[src/rtl/control_fsm_if.sv]
// Instruction handshake, memory status and datapath control bundle for control_fsm.
// No logic of its own; the control block drives every control output.
// ready is the only flow-control signal and is high only while the block is idle.
interface control_fsm_if #(
    parameter int OP_W  = 6,
    parameter int ALU_W = 4
);
    logic [OP_W-1:0]  op;
    logic             instr_valid;
    logic             ready;
    logic             zero;
    logic             mem_ready;
    logic             reg_dest;
    logic             alu_src;
    logic             mem_to_reg;
    logic             reg_write;
    logic             mem_read;
    logic             mem_write;
    logic             branch;
    logic             pc_write;
    logic [ALU_W-1:0] alu_ctrl;
    logic             sys_op;
    logic             illegal;
    logic             mem_err;
    logic             done;

    // instruction source / memory model / control consumer side
    modport master (
        output op, instr_valid, zero, mem_ready,
        input  ready, reg_dest, alu_src, mem_to_reg, reg_write, mem_read, mem_write,
               branch, pc_write, alu_ctrl, sys_op, illegal, mem_err, done
    );

    // control unit side
    modport slave (
        input  op, instr_valid, zero, mem_ready,
        output ready, reg_dest, alu_src, mem_to_reg, reg_write, mem_read, mem_write,
               branch, pc_write, alu_ctrl, sys_op, illegal, mem_err, done
    );
endinterface

[src/rtl/control_fsm.sv]
// Multi-cycle instruction control FSM: IDLE -> DECODE -> EXEC -> (MEM) -> (WB).
// Latency acceptance-to-done: illegal 1, branch/sys 2, ALU 3, store 3+wait, load 4+wait.
// Accepts one instruction at a time (ready only in IDLE); MEM waits on mem_ready up to TIMEOUT cycles.
module control_fsm #(
    parameter int OP_W    = 6,
    parameter int ALU_W   = 4,
    parameter int TIMEOUT = 16
) (
    input  logic          clk,
    input  logic          rst_n,
    control_fsm_if.slave  bus
);
    localparam int CW = (TIMEOUT < 2) ? 1 : $clog2(TIMEOUT + 1);

    localparam logic [OP_W-1:0] OP_ADDI  = OP_W'(5);
    localparam logic [OP_W-1:0] OP_LBD   = OP_W'(10);
    localparam logic [OP_W-1:0] OP_LDW   = OP_W'(11);
    localparam logic [OP_W-1:0] OP_STB   = OP_W'(12);
    localparam logic [OP_W-1:0] OP_STW   = OP_W'(13);
    localparam logic [OP_W-1:0] OP_MOV   = OP_W'(14);
    localparam logic [OP_W-1:0] OP_BEQ   = OP_W'(20);
    localparam logic [OP_W-1:0] OP_JUMP  = OP_W'(21);
    localparam logic [OP_W-1:0] OP_TLBW  = OP_W'(30);
    localparam logic [OP_W-1:0] OP_IRET  = OP_W'(31);
    localparam logic [OP_W-1:0] OP_R_END = OP_W'(5);

    typedef enum logic [2:0] {IDLE, DECODE, EXEC, MEM, WB} state_t;

    function automatic logic is_rtype(input logic [OP_W-1:0] o);
        return o < OP_R_END;
    endfunction

    function automatic logic is_load(input logic [OP_W-1:0] o);
        return (o == OP_LBD) || (o == OP_LDW);
    endfunction

    // MOV is routed through MEM as a write access, so it classes with the stores
    function automatic logic is_store(input logic [OP_W-1:0] o);
        return (o == OP_STB) || (o == OP_STW) || (o == OP_MOV);
    endfunction

    function automatic logic is_sys(input logic [OP_W-1:0] o);
        return (o == OP_TLBW) || (o == OP_IRET);
    endfunction

    function automatic logic is_legal(input logic [OP_W-1:0] o);
        return is_rtype(o) || (o == OP_ADDI) || is_load(o) || is_store(o) ||
               (o == OP_BEQ) || (o == OP_JUMP) || is_sys(o);
    endfunction

    function automatic logic [ALU_W-1:0] alu_code(input logic [OP_W-1:0] o);
        if (is_rtype(o))    return ALU_W'(o);
        if (o == OP_BEQ)    return ALU_W'(1);
        return '0;
    endfunction

    state_t           state, state_n;
    logic [OP_W-1:0]  op_q, op_n;
    logic [CW-1:0]    wait_cnt;
    logic             timeout;

    logic             ready_q, reg_dest_q, alu_src_q, mem_to_reg_q, reg_write_q;
    logic             mem_read_q, mem_write_q, branch_q, sys_op_q, illegal_q;
    logic [ALU_W-1:0] alu_ctrl_q;

    // next-state routing, with memory timeout detection
    always_comb begin
        state_n = state;
        op_n    = op_q;
        timeout = 1'b0;
        case (state)
            IDLE: begin
                if (bus.instr_valid) begin
                    state_n = DECODE;
                    op_n    = bus.op;
                end
            end
            DECODE: state_n = is_legal(op_q) ? EXEC : IDLE;
            EXEC: begin
                if (is_rtype(op_q) || op_q == OP_ADDI)        state_n = WB;
                else if (is_load(op_q) || is_store(op_q))     state_n = MEM;
                else                                          state_n = IDLE;
            end
            MEM: begin
                if (bus.mem_ready) begin
                    state_n = is_load(op_q) ? WB : IDLE;
                end else if (wait_cnt == CW'(TIMEOUT - 1)) begin
                    timeout = 1'b1;
                    state_n = IDLE;
                end
            end
            WB:      state_n = IDLE;
            default: state_n = IDLE;
        endcase
    end

    // state, latched opcode, wait counter and the state-decoded control outputs
    always_ff @(posedge clk) begin
        if (!rst_n) begin
            state        <= IDLE;
            op_q         <= '0;
            wait_cnt     <= '0;
            ready_q      <= 1'b1;
            reg_dest_q   <= 1'b0;
            alu_src_q    <= 1'b0;
            mem_to_reg_q <= 1'b0;
            reg_write_q  <= 1'b0;
            mem_read_q   <= 1'b0;
            mem_write_q  <= 1'b0;
            branch_q     <= 1'b0;
            sys_op_q     <= 1'b0;
            illegal_q    <= 1'b0;
            alu_ctrl_q   <= '0;
        end else begin
            state        <= state_n;
            op_q         <= op_n;
            // staying in MEM implies mem_ready was low this cycle
            wait_cnt     <= (state == MEM && state_n == MEM) ? wait_cnt + CW'(1) : '0;
            ready_q      <= (state_n == IDLE);
            illegal_q    <= (state_n == DECODE) && !is_legal(op_n);
            branch_q     <= (state_n == EXEC) && (op_n == OP_BEQ || op_n == OP_JUMP);
            sys_op_q     <= (state_n == EXEC) && is_sys(op_n);
            mem_read_q   <= (state_n == MEM) && is_load(op_n);
            mem_write_q  <= (state_n == MEM) && is_store(op_n);
            reg_write_q  <= (state_n == WB);
            reg_dest_q   <= (state_n == WB) && is_rtype(op_n);
            mem_to_reg_q <= (state_n == WB) && is_load(op_n);
            alu_src_q    <= (state_n == EXEC || state_n == MEM || state_n == WB) &&
                            (op_n == OP_ADDI || is_load(op_n) || is_store(op_n));
            alu_ctrl_q   <= (state_n == EXEC || state_n == MEM || state_n == WB) ?
                            alu_code(op_n) : '0;
        end
    end

    // outputs that react to same-cycle inputs (zero, mem_ready) stay combinational
    assign bus.pc_write   = (state == EXEC) && (op_q == OP_JUMP || (op_q == OP_BEQ && bus.zero));
    assign bus.mem_err    = timeout;
    assign bus.done       = ((state == DECODE) && !is_legal(op_q)) ||
                            ((state == EXEC) && (op_q == OP_BEQ || op_q == OP_JUMP || is_sys(op_q))) ||
                            ((state == MEM) && bus.mem_ready && is_store(op_q)) ||
                            timeout ||
                            (state == WB);

    assign bus.ready      = ready_q;
    assign bus.reg_dest   = reg_dest_q;
    assign bus.alu_src    = alu_src_q;
    assign bus.mem_to_reg = mem_to_reg_q;
    assign bus.reg_write  = reg_write_q;
    assign bus.mem_read   = mem_read_q;
    assign bus.mem_write  = mem_write_q;
    assign bus.branch     = branch_q;
    assign bus.sys_op     = sys_op_q;
    assign bus.illegal    = illegal_q;
    assign bus.alu_ctrl   = alu_ctrl_q;
endmodule

[src/flat_wrapper.sv]
// flat-port wrapper written by rule: the top's interface ports become plain ports
module control_fsm_flat 
#(
    parameter int OP_W    = 6,
    parameter int ALU_W   = 4,
    parameter int TIMEOUT = 16
)
  (clk, rst_n, bus_op, bus_instr_valid, bus_zero, bus_mem_ready, bus_ready, bus_reg_dest, bus_alu_src, bus_mem_to_reg, bus_reg_write, bus_mem_read, bus_mem_write, bus_branch, bus_pc_write, bus_alu_ctrl, bus_sys_op, bus_illegal, bus_mem_err, bus_done);
  control_fsm_if #(.OP_W(OP_W), .ALU_W(ALU_W)) bus_i ();
  input  logic clk;
  input  logic rst_n;
  input wire logic [$bits(bus_i.op)-1:0] bus_op;
  input wire logic [$bits(bus_i.instr_valid)-1:0] bus_instr_valid;
  input wire logic [$bits(bus_i.zero)-1:0] bus_zero;
  input wire logic [$bits(bus_i.mem_ready)-1:0] bus_mem_ready;
  output wire logic [$bits(bus_i.ready)-1:0] bus_ready;
  output wire logic [$bits(bus_i.reg_dest)-1:0] bus_reg_dest;
  output wire logic [$bits(bus_i.alu_src)-1:0] bus_alu_src;
  output wire logic [$bits(bus_i.mem_to_reg)-1:0] bus_mem_to_reg;
  output wire logic [$bits(bus_i.reg_write)-1:0] bus_reg_write;
  output wire logic [$bits(bus_i.mem_read)-1:0] bus_mem_read;
  output wire logic [$bits(bus_i.mem_write)-1:0] bus_mem_write;
  output wire logic [$bits(bus_i.branch)-1:0] bus_branch;
  output wire logic [$bits(bus_i.pc_write)-1:0] bus_pc_write;
  output wire logic [$bits(bus_i.alu_ctrl)-1:0] bus_alu_ctrl;
  output wire logic [$bits(bus_i.sys_op)-1:0] bus_sys_op;
  output wire logic [$bits(bus_i.illegal)-1:0] bus_illegal;
  output wire logic [$bits(bus_i.mem_err)-1:0] bus_mem_err;
  output wire logic [$bits(bus_i.done)-1:0] bus_done;
  assign bus_i.op = bus_op;
  assign bus_i.instr_valid = bus_instr_valid;
  assign bus_i.zero = bus_zero;
  assign bus_i.mem_ready = bus_mem_ready;
  assign bus_ready = bus_i.ready;
  assign bus_reg_dest = bus_i.reg_dest;
  assign bus_alu_src = bus_i.alu_src;
  assign bus_mem_to_reg = bus_i.mem_to_reg;
  assign bus_reg_write = bus_i.reg_write;
  assign bus_mem_read = bus_i.mem_read;
  assign bus_mem_write = bus_i.mem_write;
  assign bus_branch = bus_i.branch;
  assign bus_pc_write = bus_i.pc_write;
  assign bus_alu_ctrl = bus_i.alu_ctrl;
  assign bus_sys_op = bus_i.sys_op;
  assign bus_illegal = bus_i.illegal;
  assign bus_mem_err = bus_i.mem_err;
  assign bus_done = bus_i.done;
  control_fsm #(.OP_W(OP_W), .ALU_W(ALU_W), .TIMEOUT(TIMEOUT)) u_core (.clk(clk), .rst_n(rst_n), .bus(bus_i));
endmodule
[config.mk]
export PLATFORM = sky130hd
export DESIGN_NAME = control_fsm_flat
export DESIGN_NICKNAME = d
export VERILOG_FILES = /design/src/rtl/control_fsm_if.sv /design/src/rtl/control_fsm.sv /design/src/flat_wrapper.sv
export SDC_FILE = /design/constraint.sdc
export NUM_CORES = 1
export LEC_CHECK = 0
export BUFFER_PORTS_ARGS = -buffer_cell sky130_fd_sc_hd__buf_2
export CAP_MARGIN = 15
export CORE_MARGIN = 2
export CORE_UTILIZATION = 50
export CTS_CLUSTER_SIZE = 28
export DETAILED_ROUTE_END_ITERATION = 6
export GPL_TIMING_DRIVEN = 0
export PLACE_DENSITY = 0.73
export SLEW_MARGIN = 10
export SYNTH_ARGS = -nofsm -noshare
export SYNTH_HDL_FRONTEND = slang
export SYNTH_SLANG_ARGS = --single-unit
[constraint.sdc]
create_clock -name clk -period 3 [get_ports clk]
set_clock_uncertainty 0.05 [all_clocks]
set_input_delay 0.15 -clock clk [delete_from_list [all_inputs] [get_ports clk]]
set_output_delay 0.15 -clock clk [all_outputs]
set_load 0.01 [all_outputs]
; Yosys cells after proc, flatten, opt, wreduce, memory -nomap -nowiden
; Cells that the tools add are included.
[classes]
add_sub_neg = 1
order_cmp = 2
n_eq_ne = 29
muxes = 22
reduce_logical = 54
[op_table]
columns = op, n
row1 = $eq A6 B4 Y1 const B, 10
row2 = $eq A6 B5 Y1 const B, 8
row3 = $logic_or A1 B1 Y1, 33
row4 = $mux W4, 4
row5 = $logic_and A1 B1 Y1, 15
row6 = $mux W3, 5
row7 = $eq A3 B2 Y1 const B, 4
row8 = $eq A6 B3 Y1 const B, 2
row9 = $lt A6 B3 Y1 const B, 2
row10 = $mux W6, 2
row11 = $pmux W3 S4, 1
row12 = $mux W1, 8
row13 = $eq A3 B1 Y1 const B, 2
row14 = $eq A3 B3 Y1 const B, 2
row15 = $logic_not A3 Y1, 2
row16 = $add A5 B1 Y5 const B, 1
row17 = $eq A5 B4 Y1 const B, 1
row18 = $mux W2, 2
row19 = $reduce_and A2 Y1, 2
row20 = $logic_not A1 Y1, 2
[word_totals]
ff_bits = 28
in_bits = 11
output_inout_bits = 17

; Longest topological paths before layout
; Gate-level depths: netlist (run 1).
[depth]
depth_word = 13
mapped_depth = 7
depth_no_buf = 7

; Worst setup path before layout (run 1)
; Ideal clock, no wire load.
[synth_path]
path_type = reg-to-reg
start = register u_core.wait_cnt[0]
end = register u_core.wait_cnt[2]
setup_ns = 0.064
t_arrival_ns = 1.804
required_ns = 2.886
slack_ns = 1.082
stages_incl_launch_ff = 8
n_path_buf = 0
cell_sequence = dfxtp_1 ha_1 and3_1 ha_1 or3_4 o21a_4 or3_4 nor2_1
[synth_between]
elab_chain_len = 7
[synth_lines]
columns = item, line_no
row1 = start: declaration, control_fsm.sv:59  ; logic [CW-1:0] wait_cnt;
row2 = start signal: assignment, control_fsm.sv:118  ; wait_cnt <= (state == MEM && state_n == MEM) ? wait_cnt + CW'(1) : '0;
row3 = $eq A5 B4 Y1, control_fsm.sv:87  ; end else if (wait_cnt == CW'(TIMEOUT - 1)) begin
row4 = $mux W3, control_fsm.sv:87
row5 = $mux W3, control_fsm.sv:85  ; if (bus.mem_ready) begin
row6 = $pmux W3 S4, control_fsm.sv:71  ; case (state)
row7 = $eq A3 B2 Y1, control_fsm.sv:118
row8 = $logic_and A1 B1 Y1, control_fsm.sv:118
row9 = $reduce_and A2 Y1 (no source line), -
; Parallel ways exist; a longest one is shown, timed or not.
; A chain may end at the register's enable or synchronous reset.

; Worst setup path after layout (run 1)
[layout_path]
start = register u_core.op_q[1]
end = output bus_done
[layout_between]
elab_chain_len = 13
[layout_lines]
columns = item, line_no
row1 = start: declaration, control_fsm.sv:58  ; logic [OP_W-1:0] op_q, op_n;
row2 = start signal: assignment, control_fsm.sv:116  ; op_q <= op_n;
row3 = $lt A6 B3 Y1 (tied with other cells), control_fsm.sv:30  ; return o < OP_R_END;
row4 = "$logic_or A1 B1 Y1, on equally long branches", "control_fsm.sv:47, control_fsm.sv:34, control_fsm.sv:39"
row5 = "$logic_or A1 B1 Y1, on equally long branches", "control_fsm.sv:47, control_fsm.sv:39"
row6 = $logic_or A1 B1 Y1 (2 in a row), control_fsm.sv:47  ; return is_rtype(o) || (o == OP_ADDI) || is_load(o) || is_store(o) ||
row7 = $logic_or A1 B1 Y1 (2 in a row), control_fsm.sv:48  ; (o == OP_BEQ) || (o == OP_JUMP) || is_sys(o);
row8 = $logic_not A1 Y1, control_fsm.sv:138  ; assign bus.done = ((state == DECODE) && !is_legal(op_q)) ||
row9 = $logic_and A1 B1 Y1, control_fsm.sv:138
row10 = $logic_or A1 B1 Y1, control_fsm.sv:138
row11 = $logic_or A1 B1 Y1 (*), control_fsm.sv:139  ; ((state == EXEC) && (op_q == OP_BEQ || op_q == OP_JUMP || is_sys(op_q))) ||
row12 = $logic_or A1 B1 Y1 (*), control_fsm.sv:140  ; ((state == MEM) && bus.mem_ready && is_store(op_q)) ||
row13 = $logic_or A1 B1 Y1 (*), control_fsm.sv:141  ; timeout ||
row14 = end: declaration, flat_wrapper.sv:29  ; output wire logic [$bits(bus_i.done)-1:0] bus_done;
; Every way passes the cells marked *; elsewhere a longest branch is shown, timed or not.

==> out/qor.csv, run 1 <==
stage;metric;value;unit
run_status;outcome;finished, final reports clean;
floorplanning;die-area;0.00330;mm2
detailed_routing;wl_per_cell;13.4;um
cts;clk_pin_slew;0.14;ns
setup_path;r2r-start;u_core.wait_cnt[0]$_SDFF_PN0_;
setup_path;worstSetupPathType;flop to output pin;
place;place_area;0.00159;mm2
logic_synthesis;ys_async_sr_fraction;0;
setup_path;worstReg2RegEnd;u_core.wait_cnt[2]$_SDFF_PN0_;
detailed_routing;drt_pass1_iterations;5;
floorplanning;dieHeight;57.5;um
setup_path;critPathLaunchType;flop;
floorplanning;start_util;0.523;
timing;hold_violations;0;
floorplanning;num_io_pins;28;
logic_synthesis;synthCells;175;
cts;cts_root_buf;clkbuf_4;
logic_synthesis;synth_top_area_cell;dfxtp_1;
setup_path;cp.arrival;1.91;ns
min_path;min_to;u_core.bus.ready$_SDFF_PN1_;
floorplanning;die_w;57.5;um
pwr;leakage;0.000710;uW
setup_path;worst_path_max_delay_cell;dfxtp_1;
logic_synthesis;synth_area;0.00143;mm2
logic_synthesis;synth_edf_count;0;
detailed_routing;drtIter0Drc;55;
run;cap_violations;0;
detailed_routing;final_antenna_net_count;0;
setup_path;rrSetupSlack;0.93;ns
setup_path;cp-end-kind;output pin;
logic_synthesis;synth_ff_type;dfxtp_1;
detailed_routing;totalWireLength;3.15;mm
logic_synthesis;yosysSeqAreaShare;0.392;
floorplanning;rows;19;
cts;h-tree-depth;1;
timing;rsz0062_at_grt;no;
logic_synthesis;ys_seq_elements;28;
cts;cts_resized;0;
finish;post-route-util;0.602;
logic_synthesis;syn-num-nets;188;
timing;drv_slew;0;
cts;tritoncts;yes;
logic_synthesis;synth_top_area_frac;0.392;
finish;post-route-cell-area;0.00165;mm2
cts;cts.sinks;28;
setup_path;max_stage_delay;0.43;ns
timing;fin_crit;2.11;ns
floorplanning;core;0.00273;mm2
detailed_routing;vias;1350;
setup_path;rr_worst_depth;7;
cts;clkLatencyLatePin;0.32;ns
global_route;antenna_found_initial;0;
logic_synthesis;synth.most_common_cell;dfxtp_1;
detailed_routing;drcViolationCount;0;
global_route;grt_pass1_vias;1203;
logic_synthesis;synth.cells.most_frequent;dfxtp_1 (28), nand2_1 (19), nor2_1 (19);
global_route;grt_pass1_wl;5.26;mm
finish;nets;218;
finish;drive_above_1_share;0.201;
global_route;grt_max_degree;17;
global_route;grtUsageTotal;0.201;
finish;diodes;0;
logic_synthesis;synth_top_cells_by_area;dfxtp_1 (39%), nand2_1 (5.0%), nor2_1 (5.0%), a21oi_1 (4.2%), and3_1 (2.6%);
logic_synthesis;ys_types;47;
cts;cts_inserted_buffers;3;
global_route;grt.overflow.total;0;
place;place_hpwl;2.40;mm
setup_path;crit_chain;clkbuf_1 > inv_1 > o211ai_1 > o22ai_1 > nand2b_1 > o221ai_1 > buf_2;
timing;fmax;0.473;GHz
pwr;power.density;463;mW/mm2
finish;regMostFlops;u_core.op_q;
pwr;vdd_drop_max;0.341;mV
min_path;hp-start;rst_n;
timing;tns;0;ns
detailed_routing;drt-vias-per-instance;5.74;
cts;cts_hold_buf;0;
min_path;min_path_type;input port to flop;
finish;largest_reg_flops;6;
timing;setup_viol;0;
cts;post-cts-setup-buffer-count;0;
min_path;holdPathStages;2;
setup_path;cp_max_fo;10;
setup_path;crit_required;2.80;ns
timing;finalCritPeriodShare;0.705;
cts;cts_buffer_depth;2;
logic_synthesis;synth.avg_cell_area;8.17;um2
place;routabilityCongestion;0.820;
logic_synthesis;yosysWarnings;0;
place;port_buffers;25;
finish;area_growth;15.1;%
layout make-up:
cell class	instances	area, um2
inverters	10	37.5
clock inverters	1	30.0
fillers	250	1090
plain buffers	11	63.8
flip-flops and latches	28	561
well taps	31	38.8
repair buffers	25	125
multi-input cells	126	768
clock buffers	3	22.5
worst max-delay path: cells and delay by family, from the launching register on:
family,cells,cell delay (ns)
simple gates,1,0.08
compound gates,3,0.38
flops,1,0.43
buf+inv,3,0.69
cells by family (layout without fill, tap and decap cells):
family | after synthesis | in the layout | share of synthesized area
and+or+nand+nor | 80 | 80 | 0.312
AOI/OAI and AO/OA | 37 | 37 | 0.166
DFF | 28 | 28 | 0.392
buffers and inverters | 21 | 50 | 0.0709
xor gates and xnor gates | 4 | 4 | 0.0245
adders and majority gates | 2 | 2 | 0.0175
muxes | 2 | 2 | 0.0140
other | 1 | 1 | 0.00262
power breakdown:
part	switching, uW	leakage, uW	internal [uW]
Combinational	77.2	0.000454	50.1
Sequential	8.25	0.000228	384
Clock	108	0.0000279	135
per-layer routing:
metal,part of all wire,global-route usage,vias to the layer above
met5,0,0,-
met2,0.48,0.344,62
met3,0.055,0.0272,6
li1,-,-,664
met1,0.46,0.266,618
met4,0.011,0.0498,0
cells in the final DEF (no fill, tap or decap), types with 3 or more instances in the layout:
cell / n
clkbuf_4: 3
nand3_1: 6
and3_1: 6
nor2b_1: 3
clkbuf_1: 5
nor2_1: 19
nor3_1: 5
a31oi_1: 4
inv_1: 10
a21oi_1: 12
and2_1: 3
o21ai_0: 6
nand2_1: 19
xor2_1: 3
buf_2: 29
dfxtp_1: 28
worst max path at each step:
stage	start	slack, ns	cells after the start	end
after global routing	u_core.op_q[3]$_SDFF_PN0_	0.74	7	bus_done
after CTS	u_core.op_q[0]$_SDFF_PN0_	0.90	7	bus_done
final	u_core.op_q[1]$_SDFF_PN0_	0.89	7	bus_done
after global placement	u_core.wait_cnt[0]$_SDFF_PN0_	1.02	7	u_core.wait_cnt[2]$_SDFF_PN0_
after detailed placement	u_core.wait_cnt[0]$_SDFF_PN0_	0.96	7	u_core.wait_cnt[3]$_SDFF_PN0_
after floorplan	u_core.wait_cnt[0]$_SDFF_PN0_	1.08	7	u_core.wait_cnt[2]$_SDFF_PN0_
metrics by stage:
step           power, uW  worst slack, ns  std cells  hold WS (ns)
3_5_place_dp         525            0.958        231         0.360
5_1_grt              798            0.737        235        0.0141
6_report             762            0.886        235        0.0169
2_1_floorplan        490             1.08        175         0.176
4_1_cts              768            0.895        235        0.0112
3_3_place_gp         523             1.02        231         0.346
Power figures use the tool's default switching activity.
==> inputs of run 2 (changes only) <==
--- a/config.mk
+++ b/config.mk
@@ -8,11 +8,11 @@
 export BUFFER_PORTS_ARGS = -buffer_cell sky130_fd_sc_hd__buf_2
 export CAP_MARGIN = 15
 export CORE_MARGIN = 2
-export CORE_UTILIZATION = 50
+export CORE_UTILIZATION = 48
 export CTS_CLUSTER_SIZE = 28
 export DETAILED_ROUTE_END_ITERATION = 6
 export GPL_TIMING_DRIVEN = 0
-export PLACE_DENSITY = 0.73
+export PLACE_DENSITY = 0.74
 export SLEW_MARGIN = 10
 export SYNTH_ARGS = -nofsm -noshare
 export SYNTH_HDL_FRONTEND = slang
==> constraint.sdc (replaced) <==
create_clock -name clk -period 1.9 [get_ports clk]
set_clock_uncertainty 0.05 [all_clocks]
set_input_delay 0.095 -clock clk [delete_from_list [all_inputs] [get_ports clk]]
set_output_delay 0.095 -clock clk [all_outputs]
set_load 0.01 [all_outputs]
==> out/qor.csv, run 2 (synthesis results as in run 1) <==
stage;metric;value;unit
run_status;outcome;finished with violations;
run_status;violations;DRC, setup timing;
global_route;grt_pass1_wl;5.71;mm
floorplanning;num_io_pins;28;
detailed_routing;final_antenna_net_count;0;
floorplanning;core;0.00281;mm2
setup_path;cp.arrival;2.16;ns
finish;nets;230;
cts;h-tree-depth;1;
finish;diodes;0;
place;place_ws;-0.107;ns
finish;finalNonFillerCells;247;
place;port_buffers;25;
global_route;grt_pass1_vias;1297;
timing;hold_violations;0;
detailed_routing;drcViolationCount;4;
setup_path;worstSetupPathType;flop to flop;
place;routabilityCongestion;0.892;
min_path;min_path_type;input port to flop;
finish;area_growth;28.1;%
finish;regMostFlops;u_core.op_q;
cts;cts_root_buf;clkbuf_4;
cts;cts_buffer_depth;2;
floorplanning;dieHeight;58.6;um
global_route;grtUsageTotal;0.213;
timing;fmax;0.514;GHz
finish;largest_reg_flops;6;
timing;layout_setup_ws;-0.0461;ns
cts;clk_pin_slew;0.15;ns
place;place_hpwl;2.51;mm
timing;rsz0062_at_grt;yes;
pwr;power.density;675;mW/mm2
detailed_routing;drt_pass1_iterations;6;
floorplanning;rows;19;
cts;cts.sinks;28;
cts;cts_inserted_buffers;3;
floorplanning;die_w;58.6;um
setup_path;cp-end-kind;flop;
detailed_routing;wl_per_cell;14.1;um
setup_path;cp_max_fo;5;
timing;fin_crit;1.95;ns
global_route;antenna_found_initial;0;
floorplanning;start_util;0.510;
place;dpl.cell_count;231;
pwr;leakage;0.000777;uW
pwr;vdd_drop_max;0.421;mV
global_route;grt.overflow.total;0;
finish;drive_above_1_share;0.315;
cts;clkLatencyLatePin;0.33;ns
setup_path;critPathLaunchType;flop;
run;cap_violations;0;
floorplanning;die-area;0.00343;mm2
timing;drv_slew;0;
global_route;grt_max_degree;17;
detailed_routing;drtIter0Drc;52;
cts;tritoncts;yes;
finish;layout_common_cells;buf_2 (27), dfxtp_1 (22), nand2_1 (19), nor2_1 (15), a21oi_1 (12);
timing;finalCritPeriodShare;1.02;
detailed_routing;vias;1382;
finish;final_common_cell;buf_2;
setup_path;crit_required;2.12;ns
detailed_routing;drt-vias-per-instance;5.60;
timing;setup_viol;5;
detailed_routing;totalWireLength;3.47;mm
==> run 2: worst paths after layout <==
kind                                      start  depth (start not counted)                            end  slack (ns)
setup reg to reg  u_core.wait_cnt[0]$_SDFF_PN0_                          7  u_core.wait_cnt[2]$_SDFF_PN0_       -0.05
setup / recovery  u_core.wait_cnt[0]$_SDFF_PN0_                          7  u_core.wait_cnt[2]$_SDFF_PN0_       -0.05
hold reg to reg       u_core.op_q[5]$_SDFF_PN0_                          2      u_core.op_q[5]$_SDFF_PN0_        0.48
hold / removal                        bus_op[3]                          3      u_core.op_q[3]$_SDFF_PN0_        0.05
==> run 2: timing repair <==
| action | CTS | global route |
|---|---|---|
| hold buffers | 4 | 0 |
| endpoints found under the setup margin | 9 | 11 |
| setup buffers | 5 | 4 |
| hold endpoints to repair | 4 | 0 |
| resized for setup | 13 | 16 |
| pin swaps | 4 | 3 |
==> run 2: worst max-delay path: stages, from the launching register on <==
cell	delay [ns]
dfxtp_2	0.37
ha_4	0.16
and3_4	0.18
ha_4	0.15
or3_4	0.37
o21a_4	0.14
or3_4	0.37
nor2_2	0.09
==> run 2: power breakdown <==
group	total [uW]	switching, uW	leakage, uW	internal (uW)
Sequential	624	17.3	0.000231	606
Combinational	232	128	0.000518	105
Clock	380	167	0.0000279	213
==> run 2: metal layers <==
layer,track usage,wire (um),vias up
li1,-,-,692
met1,0.278,1560,640
met4,0.0325,40,0
met5,0,0,-
met3,0.0396,187,4
met2,0.374,1690,46
==> run 2: final cells by class <==
class,count,area (um2)
Multi-Input combinational cell,126,823
Inverter,10,37.5
Sequential cell,28,571
Tap cell,31,38.8
Clock inverter,1,30.0
Clock buffer,3,22.5
Fill cell,252,973
Buffer,10,76.3
Timing Repair Buffer,38,233
==> run 2: stage by stage <==
stage                util  instance area (um2)  total power, uW  setup TNS (ns)  hold slack, ns
global route        0.653                 1830             1290          -0.530          0.0588
global placement    0.569                 1600              825          -0.233           0.298
detailed placement  0.569                 1600              830          -0.516           0.294
CTS                 0.630                 1770             1220          -0.359          0.0335
floorplan               -                 1430              774               0           0.121
finish              0.653                 1830             1240          -0.185          0.0527
==> inputs of run 3 (changes only) <==
--- a/config.mk
+++ b/config.mk
@@ -8,11 +8,11 @@
 export BUFFER_PORTS_ARGS = -buffer_cell sky130_fd_sc_hd__buf_2
 export CAP_MARGIN = 15
 export CORE_MARGIN = 2
-export CORE_UTILIZATION = 48
+export CORE_UTILIZATION = 50
 export CTS_CLUSTER_SIZE = 28
 export DETAILED_ROUTE_END_ITERATION = 6
 export GPL_TIMING_DRIVEN = 0
-export PLACE_DENSITY = 0.74
+export PLACE_DENSITY = 0.73
 export SLEW_MARGIN = 10
 export SYNTH_ARGS = -nofsm -noshare
 export SYNTH_HDL_FRONTEND = slang
==> constraint.sdc (replaced) <==
create_clock -name clk -period 2.3 [get_ports clk]
set_clock_uncertainty 0.05 [all_clocks]
set_input_delay 0.46 -clock clk [delete_from_list [all_inputs] [get_ports clk]]
set_output_delay 0.46 -clock clk [all_outputs]
set_load 0.01 [all_outputs]
==> out/qor.csv, run 3 (synthesis results as in run 1) <==
stage;metric;value;unit
timing;tns;0;ns
timing;drv_slew;0;
detailed_routing;totalWireLength;3.30;mm
cts;cts.sinks;28;
global_route;antenna_found_initial;0;
finish;n_fill_cell;231;
setup_path;crit_required;1.79;ns
setup_path;cp.arrival;1.71;ns
cts;cts_root_buf;clkbuf_4;
setup_path;cp-end-kind;output pin;
run_status;violations;DRC;
finish;nets;224;
floorplanning;rows;19;
timing;fmax;0.450;GHz
floorplanning;core;0.00273;mm2
cts;cts_hold_buf;0;
detailed_routing;wl_per_cell;13.7;um
finish;finalNonFillerCells;241;
global_route;grtUsageTotal;0.200;
cts;clkLatencyLatePin;0.32;ns
cts;clk_pin_slew;0.15;ns
detailed_routing;drcViolationCount;1;
pwr;power.share.sequential;0.509;
finish;final_common_cell;buf_2;
finish;area_growth;22.0;%
cts;tritoncts;yes;
floorplanning;dieHeight;57.5;um
setup_path;rrSetupSlack;0.17;ns
place;routabilityCongestion;0.820;
detailed_routing;vias;1352;
global_route;grt_max_degree;17;
floorplanning;num_io_pins;28;
timing;finalCritPeriodShare;0.966;
finish;layout_common_cells;buf_2 (28), dfxtp_1 (22), nand2_1 (19), nor2_1 (19), a21oi_1 (12);
pwr;leakage;0.000749;uW
setup_path;crit_path_end;bus_done;
timing;setup_viol;0;
place;place_hpwl;2.40;mm
run_status;outcome;finished with violations;
cts;h-tree-depth;1;
detailed_routing;drt_pass1_iterations;7;
pwr;vdd_drop_max;0.446;mV
place;port_buffers;25;
global_route;grt_pass1_vias;1209;
setup_path;crit_start;u_core.op_q[3]$_SDFF_PN0_;
setup_path;rr_worst_depth;8;
setup_path;r2r-start;u_core.wait_cnt[0]$_SDFF_PN0_;
run;cap_violations;0;
global_route;grt.overflow.total;0;
cts;cts_inserted_buffers;3;
setup_path;worstReg2RegEnd;u_core.wait_cnt[2]$_SDFF_PN0_;
setup_path;critPathLaunchType;flop;
timing;whs;0.326;ns
pwr;p_clk_frac;0.313;
finish;diodes;0;
global_route;grt_pass1_wl;5.26;mm
floorplanning;die_w;57.5;um
finish;multi_input_area;796;um2
cts;cts_buffer_depth;2;
pwr;combinationalPowerShare;0.178;
finish;largest_reg_flops;6;
timing;hold_violations;0;
pwr;power_switching_share;0.254;
detailed_routing;drtIter0Drc;50;
min_path;min_path_type;input port to flop;
detailed_routing;drt-vias-per-instance;5.61;
finish;register_area;568;um2
pwr;power_switching;258;uW
finish;regMostFlops;u_core.op_q;
detailed_routing;final_antenna_net_count;0;
finish;drive_above_1_share;0.290;
floorplanning;start_util;0.523;
setup_path;worstSetupPathType;flop to output pin;
place;dpl.cell_count;231;
floorplanning;die-area;0.00330;mm2
pwr;power.density;581;mW/mm2
timing;fin_crit;2.22;ns
setup_path;cp_max_fo;7;
finish;post-route-util;0.638;
pwr;p_int;756;uW
-- run 3: metal layers --
metal / routed length (um) / GRT usage / vias up
li1: - / - / 674
met1: 1470 / 0.266 / 626
met2: 1590 / 0.343 / 46
met3: 210 / 0.0272 / 6
met4: 34 / 0.0498 / 0
met5: 0 / 0 / -
-- run 3: power by group through the flow --
| stage | clock network, uW | registers (uW) | logic [uW] |
|---|---|---|---|
| floorplan | 0 | 522 | 117 |
| global placement | 0 | 521 | 161 |
| detailed placement | 0 | 522 | 163 |
| CTS | 326 | 515 | 163 |
| global route | 344 | 518 | 197 |
| finish | 317 | 516 | 180 |
-- run 3: layout make-up --
type	instances	area share
tap	31	0.0222
buffer	10	0.0423
timing repair buffer	32	0.102
sequential	28	0.326
multi-input combinational	126	0.456
inverter	10	0.0215
clock inverter	1	0.0172
clock buffer	3	0.0129
-- run 3: worst min path at each step --
stage                             startpoint                       endpoint  slack (ns)  cells past startpoint
5_1_grt                                rst_n    u_core.bus.ready$_SDFF_PN1_        0.32                      2
3_3_place_gp   u_core.wait_cnt[0]$_SDFF_PN0_  u_core.wait_cnt[0]$_SDFF_PN0_        0.38                      1
2_1_floorplan  u_core.wait_cnt[0]$_SDFF_PN0_  u_core.wait_cnt[0]$_SDFF_PN0_        0.37                      1
3_5_place_dp   u_core.wait_cnt[0]$_SDFF_PN0_  u_core.wait_cnt[0]$_SDFF_PN0_        0.39                      1
4_1_cts                                rst_n    u_core.bus.ready$_SDFF_PN1_        0.32                      2
6_report                               rst_n    u_core.bus.ready$_SDFF_PN1_        0.33                      2
-- run 3: critical path, cell delays in order (launching register included) --
cell and delay [ns]:
dfxtp_2 0.36, buf_6 0.12, nor2b_4 0.14, o21ai_0 0.10
and3_1 0.21, o21a_1 0.17, o221ai_1 0.13, buf_2 0.16
-- run 3: per-stage QoR --
step	worst slack, ns	instance area (um2)	power (uW)
floorplan	0.382	1430	639
finish	0.0784	1740	1010
global route	-0.0234	1740	1060
detailed placement	0.258	1590	685
global placement	0.291	1590	683
CTS	0.00460	1660	1000
-- run 3: what timing repair did --
item                                    in CTS  in global routing
pin swaps                                    0                  3
gates resized for setup                      6                 16
setup buffers                                1                  6
endpoints found under the setup margin       1                  2
